## config.mk

```make
export PLATFORM = sky130hd
export DESIGN_NAME = gshare_predict
export DESIGN_NICKNAME = d
export VERILOG_FILES = /design/src/rtl/gshare_predict.sv
export SDC_FILE = /design/constraint.sdc
export NUM_CORES = 2
export LEC_CHECK = 0
export BUFFER_PORTS_ARGS = -buffer_cell sky130_fd_sc_hd__buf_2
export CORE_MARGIN = 5
export CORE_UTILIZATION = 40
export CTS_BUF_LIST = sky130_fd_sc_hd__clkbuf_16
export DETAILED_ROUTE_END_ITERATION = 6
export HOLD_SLACK_MARGIN = 0.08
export RECOVER_POWER = 25
export SETUP_SLACK_MARGIN = 0.02
export SYNTH_ARGS = -nofsm -noshare
export SYNTH_HDL_FRONTEND = slang
export SYNTH_SLANG_ARGS = --single-unit
```

## constraint.sdc

```tcl
create_clock -name clk -period 5.85 [get_ports clk]
set_input_delay 1.17 -clock clk [delete_from_list [all_inputs] [get_ports clk]]
set_output_delay 1.17 -clock clk [all_outputs]
set_load 0.02 [all_outputs]
```

## src/rtl/gshare_predict.sv

```systemverilog
// Global-history branch direction predictor: a PHT of saturating counters, a speculative GHR
// updated at fetch and an architectural GHR updated at M. Define GSHARE_PC_XOR_EN for gshare.
module gshare_predict #(
    parameter int PC_WIDTH       = 32,
    parameter int GHR_BITS       = 8,
    parameter int PHT_INDEX_BITS = 10,
    parameter int CTR_BITS       = 2,
    parameter int CNT_WIDTH      = 32
) (
    input  logic                      clk,
    input  logic                      rst,
    input  logic                      stallD,
    input  logic                      flushD,
    input  logic [PC_WIDTH-1:0]       pcF,
    input  logic                      branchF,
    input  logic                      branchD,
    input  logic                      branchM,
    input  logic                      actual_takeM,
    input  logic                      errorM,
    input  logic [PHT_INDEX_BITS-1:0] pht_idxM,
    output logic                      pred_takeD,
    output logic [PHT_INDEX_BITS-1:0] pht_idxD,
    output logic [GHR_BITS-1:0]       ghr_spec,
    output logic [CNT_WIDTH-1:0]      branch_cnt,
    output logic [CNT_WIDTH-1:0]      mispred_cnt
);

    localparam int                   PHT_ENTRIES = 1 << PHT_INDEX_BITS;
    localparam logic [CTR_BITS-1:0]  CTR_MAX     = '1;
    localparam logic [CTR_BITS-1:0]  CTR_WEAK    = CTR_BITS'(1) << (CTR_BITS - 1);
    localparam logic [CNT_WIDTH-1:0] CNT_MAX     = '1;

    logic [CTR_BITS-1:0]       pht_q [PHT_ENTRIES];
    logic [CTR_BITS-1:0]       ctr_cur;
    logic [CTR_BITS-1:0]       ctr_upd;

    logic [PHT_INDEX_BITS-1:0] idx_f;
    logic                      pred_take_f;

    logic                      pred_q, pred_d;
    logic [PHT_INDEX_BITS-1:0] idx_q, idx_d;
    logic [GHR_BITS-1:0]       ghr_spec_q, ghr_spec_d;
    logic [GHR_BITS-1:0]       ghr_arch_q, ghr_arch_d;
    logic [CNT_WIDTH-1:0]      branch_cnt_q, branch_cnt_d;
    logic [CNT_WIDTH-1:0]      mispred_cnt_q, mispred_cnt_d;

    logic                      unused_pc;

`ifdef GSHARE_PC_XOR_EN
    assign idx_f = PHT_INDEX_BITS'(ghr_spec_q) ^ pcF[PHT_INDEX_BITS+1:2];
`else
    assign idx_f = PHT_INDEX_BITS'(ghr_spec_q);
`endif
    // Only a slice of pcF feeds the index (none of it in GAg mode).
    assign unused_pc = ^pcF;

    // Read is combinational and sees the pre-update counter when M writes the same entry.
    assign pred_take_f = pht_q[idx_f][CTR_BITS-1];

    assign ctr_cur = pht_q[pht_idxM];

    always_comb begin
        // NOTE: every combinational output gets a default first so no path can infer a latch.
        ctr_upd = ctr_cur;
        if (actual_takeM) begin
            if (ctr_cur != CTR_MAX) ctr_upd = ctr_cur + CTR_BITS'(1);
        end else begin
            if (ctr_cur != '0) ctr_upd = ctr_cur - CTR_BITS'(1);
        end
    end

    always_comb begin
        pred_d        = pred_q;
        idx_d         = idx_q;
        ghr_spec_d    = ghr_spec_q;
        ghr_arch_d    = ghr_arch_q;
        branch_cnt_d  = branch_cnt_q;
        mispred_cnt_d = mispred_cnt_q;

        if (flushD) begin
            pred_d = 1'b0;
            idx_d  = '0;
        end else if (!stallD) begin
            pred_d = pred_take_f;
            idx_d  = idx_f;
        end

        // Repair beats a fetch-side shift; the F instruction is flushed by the pipeline anyway.
        if (errorM) begin
            ghr_spec_d = {ghr_arch_q[GHR_BITS-2:0], actual_takeM};
        end else if (branchF && !stallD && !flushD) begin
            ghr_spec_d = {ghr_spec_q[GHR_BITS-2:0], pred_take_f};
        end

        if (branchM) begin
            ghr_arch_d = {ghr_arch_q[GHR_BITS-2:0], actual_takeM};
            if (branch_cnt_q != CNT_MAX) branch_cnt_d = branch_cnt_q + CNT_WIDTH'(1);
            if (errorM && (mispred_cnt_q != CNT_MAX)) mispred_cnt_d = mispred_cnt_q + CNT_WIDTH'(1);
        end
    end

    // NOTE: sequential state uses non-blocking assignments so every register samples pre-edge values.
    always_ff @(posedge clk) begin
        if (rst) begin
            pred_q        <= 1'b0;
            idx_q         <= '0;
            ghr_spec_q    <= '0;
            ghr_arch_q    <= '0;
            branch_cnt_q  <= '0;
            mispred_cnt_q <= '0;
        end else begin
            pred_q        <= pred_d;
            idx_q         <= idx_d;
            ghr_spec_q    <= ghr_spec_d;
            ghr_arch_q    <= ghr_arch_d;
            branch_cnt_q  <= branch_cnt_d;
            mispred_cnt_q <= mispred_cnt_d;
        end
    end

    // NOTE: the PHT is a flop array, so it can be reset to weakly-taken; a RAM macro could not be.
    always_ff @(posedge clk) begin
        if (rst) begin
            for (int i = 0; i < PHT_ENTRIES; i++) pht_q[i] <= CTR_WEAK;
        end else if (branchM) begin
            pht_q[pht_idxM] <= ctr_upd;
        end
    end

    assign pred_takeD  = branchD & pred_q;
    assign pht_idxD    = idx_q;
    assign ghr_spec    = ghr_spec_q;
    assign branch_cnt  = branch_cnt_q;
    assign mispred_cnt = mispred_cnt_q;

endmodule

```

==> impl_summary.log <==
[metrics] slew at the pin with the worst max-slew slack: 2570 ps
[metrics] category of the worst setup path launch point: primary input
[metrics] Max-Cap Viols: 26
[metrics] initial standard-cell utilization of the core: 0.403
[metrics] routability congestion estimate: around 0.89
[metrics] cells resized by post-CTS repair: 0
[metrics] Setup Buffers After CTS: 0
[metrics] Pwr Total: 36.2 mW
[metrics] Final #Nets: 8588
[metrics] critical path class: in -> reg
[metrics] fraction of final layout cells with drive strength greater than 1: 0.179
[metrics] cts-stage hold buffer count: 0
[metrics] overall via count from detail_route: ~83000
[metrics] antenna violation net count after detailed routing: 0
[metrics] pin count of the biggest net entering global routing: around 200
[metrics] instance area at placement: between 100000 and 150000 um^2
[metrics] die outline area: 284000 um^2
[metrics] clock buffer depth: 3
[metrics] relative area change from synthesis to final layout: 12.6%
[metrics] Worst IR Drop VDD: 0.000273 V
[metrics] final number of hold-violating endpoints: 0
[metrics] PD cells: 295 nW/um^2
[metrics] min-delay worst type: reg -> reg
[metrics] number of flops mapped to enable cells by yosys: approximately 2000
[metrics] routed wire length: 426000 um
[metrics] clock insertion delay at the later pin of the skew report: 910 ps
[metrics] DRC marker count from the first detailed-route iteration: 13600
[metrics] initial antenna violation count: 18
[metrics] detail-routed via count per cell: around 6.7
[metrics] number of warnings issued by yosys: 0
[metrics] register bit count reported by yosys: 2144
[metrics] number of buffers added by the clock tree synthesis step: 227
[metrics] first-pass iteration count of the detailed router: 7
[metrics] max-slew violation count: 1068
[metrics] DRC violation count after routing: 2
[metrics] leakage power of the design: 42.6 nW
[metrics] maximum fanout count along the critical path: 57
[metrics] H-tree Lvls: 4
[metrics] TritonCTS clock tree: yes
[metrics] maximum operating frequency: 174 MHz
[metrics] cell row count: around 190
[metrics] run status: complete, but fails checks
[metrics] Primary FF master, synth: sky130_fd_sc_hd__edfxtp_1
[metrics] dominant cells by area after synthesis: sky130_fd_sc_hd__edfxtp_1, sky130_fd_sc_hd__mux2i_1, sky130_fd_sc_hd__a21o_1
[metrics] y dimension of the die: between 500 and 600 um
[metrics] count of clock tree sinks: 2144
[metrics] half-perimeter wire length after detailed placement: 251000 um
[metrics] clock tree root driver cell: sky130_fd_sc_hd__clkbuf_16
[metrics] clock input transition at the sequential cells of the worst setup and hold paths: 60 ps
[metrics] sequential area share after synthesis: 0.581
[metrics] library cell with the largest summed area after synthesis: sky130_fd_sc_hd__edfxtp_1
[metrics] global-route wire length before repair: 592000 um
[metrics] violations in the final reports: design-rule violations, max-capacitance violations, max-slew violations
[metrics] required time at the endpoint of the critical path: 6420 ps
[metrics] Period minus WS final: 5750 ps
[metrics] Clock Skew: 64.0 ps
[metrics] routed wirelength normalized by instance count: 34.6 um
[metrics] worst hold slack across all endpoints: 501 ps
[metrics] average instance area after synthesis: 12.4 um^2
[metrics] post-route clock period utilization: 0.983
[metrics] # fillers: 24300
[metrics] number of ports placed on the die boundary: between 100 and 150
[metrics] total gr overflow: 0
[metrics] post-synthesis instance area: roughly 110000 um^2
[metrics] arrival time at the worst endpoint: 6310 ps
[metrics] tightest slew margin relative to the limit: -0.716
[metrics] core area: 271000 um^2
[metrics] GRT Util Overall: 0.288
[metrics] top cell type's share of synthesized area: 0.563
[metrics] Die X: 532 um
[metrics] number of distinct library cells after synthesis: 61
[metrics] via count of the first global-routing pass: between 70000 and 80000
[metrics] setup violation total in the final timing report: 0
[metrics] setup TNS after final layout: 0 ps
[metrics] nature of the critical path endpoint: flip-flop
[metrics] post-synthesis async set-or-reset flop share: 0
[metrics] number of port buffers: 99
[metrics] RSZ-0062 raised after global routing: false
[metrics] area of all placed cells without fillers: between 100000 and 150000 um^2
[metrics] Syn Inst Count: 8838
==> sequential cells by signal (all words and copies together) (netlist names), named ones only <==
register,flops
pht_q,2048
branch_cnt,32
mispred_cnt,32
ghr_spec,8
pht_idxD,8
ghr_arch_q,7
pred_q,1
==> routing by layer <==
metal  GRT usage  share of wire  vias to the layer above
li1            -              -                    33300
met5           0        0.00017                        -
met3      0.0676           0.13                     1301
met2       0.429           0.44                     6307
met1       0.386           0.37                    41900
met4       0.162          0.067                       10
==> final cells by class <==
| class | instances | area [um^2] | area share |
|---|---|---|---|
| Clock inverter | 186 | 1570 | 0.0127 |
| Tap cell | 3570 | 4470 | 0.0363 |
| Sequential cell | 2144 | 63400 | 0.516 |
| Multi-Input combinational cell | 5475 | 40800 | 0.332 |
| Inverter | 4 | 15.0 | 0.000122 |
| Antenna cell | 10 | 25.0 | 0.000204 |
| Clock buffer | 230 | 5760 | 0.0468 |
| Timing Repair Buffer | 683 | 6830 | 0.0556 |
==> report_power, final <==
group / switching [mW] / total (mW) / internal [mW]
combinational: 3.08 / 4.58 / 1.50
clock: 6.40 / 14.4 / 8.01
sequential: 0.135 / 17.2 / 17.1
==> cells in the mapped netlist (13+ instances only) <==
cell type,n
sky130_fd_sc_hd__o22a_1,18
sky130_fd_sc_hd__o21ai_0,38
sky130_fd_sc_hd__o22ai_1,416
sky130_fd_sc_hd__or2_2,14
sky130_fd_sc_hd__mux4_2,133
sky130_fd_sc_hd__a21o_1,947
sky130_fd_sc_hd__nand4_1,65
sky130_fd_sc_hd__xor2_1,42
sky130_fd_sc_hd__o21bai_1,45
sky130_fd_sc_hd__mux2i_1,955
sky130_fd_sc_hd__a21oi_1,21
sky130_fd_sc_hd__nand2b_1,42
sky130_fd_sc_hd__clkbuf_1,767
sky130_fd_sc_hd__nor4_1,104
sky130_fd_sc_hd__nor3_2,402
sky130_fd_sc_hd__nand3_1,1037
sky130_fd_sc_hd__buf_4,14
sky130_fd_sc_hd__nand2_1,166
sky130_fd_sc_hd__o2111ai_1,26
sky130_fd_sc_hd__nor2_1,241
sky130_fd_sc_hd__edfxtp_1,2048
sky130_fd_sc_hd__buf_2,287
sky130_fd_sc_hd__a22oi_1,13
sky130_fd_sc_hd__buf_6,104
sky130_fd_sc_hd__nor3_1,629
sky130_fd_sc_hd__buf_1,44
sky130_fd_sc_hd__dfxtp_1,96
==> through the flow <==
stage / cells / utilization / worst slack (ps)
final: 12300 / 0.453 / 102
after global routing: 12300 / 0.453 / 267
after CTS: 12300 / 0.455 / 668
after detailed placement: 11900 / 0.428 / -243
after global placement: 11900 / 0.428 / -308
after floorplan: 8839 / - / 1400
==> worst paths after layout <==
path,cells after the start,startpoint,slack [ps],endpoint
worst max-delay path,14,pht_idxM[3],100,pht_q[834][0]
worst max register to register,13,pht_q[663][0],1390,pht_q[915][1]
worst min-delay path,2,pht_idxD[4],500,pht_idxD[4]
worst min register to register,2,pht_idxD[4],500,pht_idxD[4]
==> logic make-up (layout without fill, tap and decap cells) <==
family / Yosys count / count (layout) / share of synthesized area
flops: 2144 / 2144 / 0.581
simple gates: 2776 / 2776 / 0.145
fa+ha+maj: 2 / 2 / 0.000229
mux: 1091 / 1091 / 0.115
buf+inv: 1220 / 1103 / 0.0529
xor+xnor: 54 / 54 / 0.00433
other cells: 1 / 12 / 0.0000343
compound gates: 1550 / 1550 / 0.101
==> worst max-delay path: stages <==
cell and delay [ps]:
sky130_fd_sc_hd__buf_2 460, sky130_fd_sc_hd__clkbuf_1 710, sky130_fd_sc_hd__and3b_1 510, sky130_fd_sc_hd__clkbuf_1 770, sky130_fd_sc_hd__a221oi_1 190, sky130_fd_sc_hd__nand3_1 230
sky130_fd_sc_hd__nand4_1 410, sky130_fd_sc_hd__nand4_1 290, sky130_fd_sc_hd__or4_1 160, sky130_fd_sc_hd__nand3_1 130, sky130_fd_sc_hd__a21oi_4 430, sky130_fd_sc_hd__buf_12 300
sky130_fd_sc_hd__buf_12 320, sky130_fd_sc_hd__nor3_1 100
==> cell usage in the layout (no fill, tap or decap), drive strengths merged, types with 20 or more instances in the layout <==
cell type,synthesis,final
nand3,1037,1037
bufinv,0,20
o22ai,416,416
clkbuf,767,356
o21ai,40,40
clkinv,0,109
edfxtp,2048,2048
o2111ai,26,26
dfxtp,96,96
mux2i,955,955
nand4,66,66
nand2b,42,42
nor4,104,104
xor2,42,42
nand2,166,166
inv,4,59
mux4,133,133
nor3,1031,1031
o21bai,45,45
a21oi,22,22
nor2,241,241
a21o,947,947
buf,449,557
(Power assumes the default switching activity.)
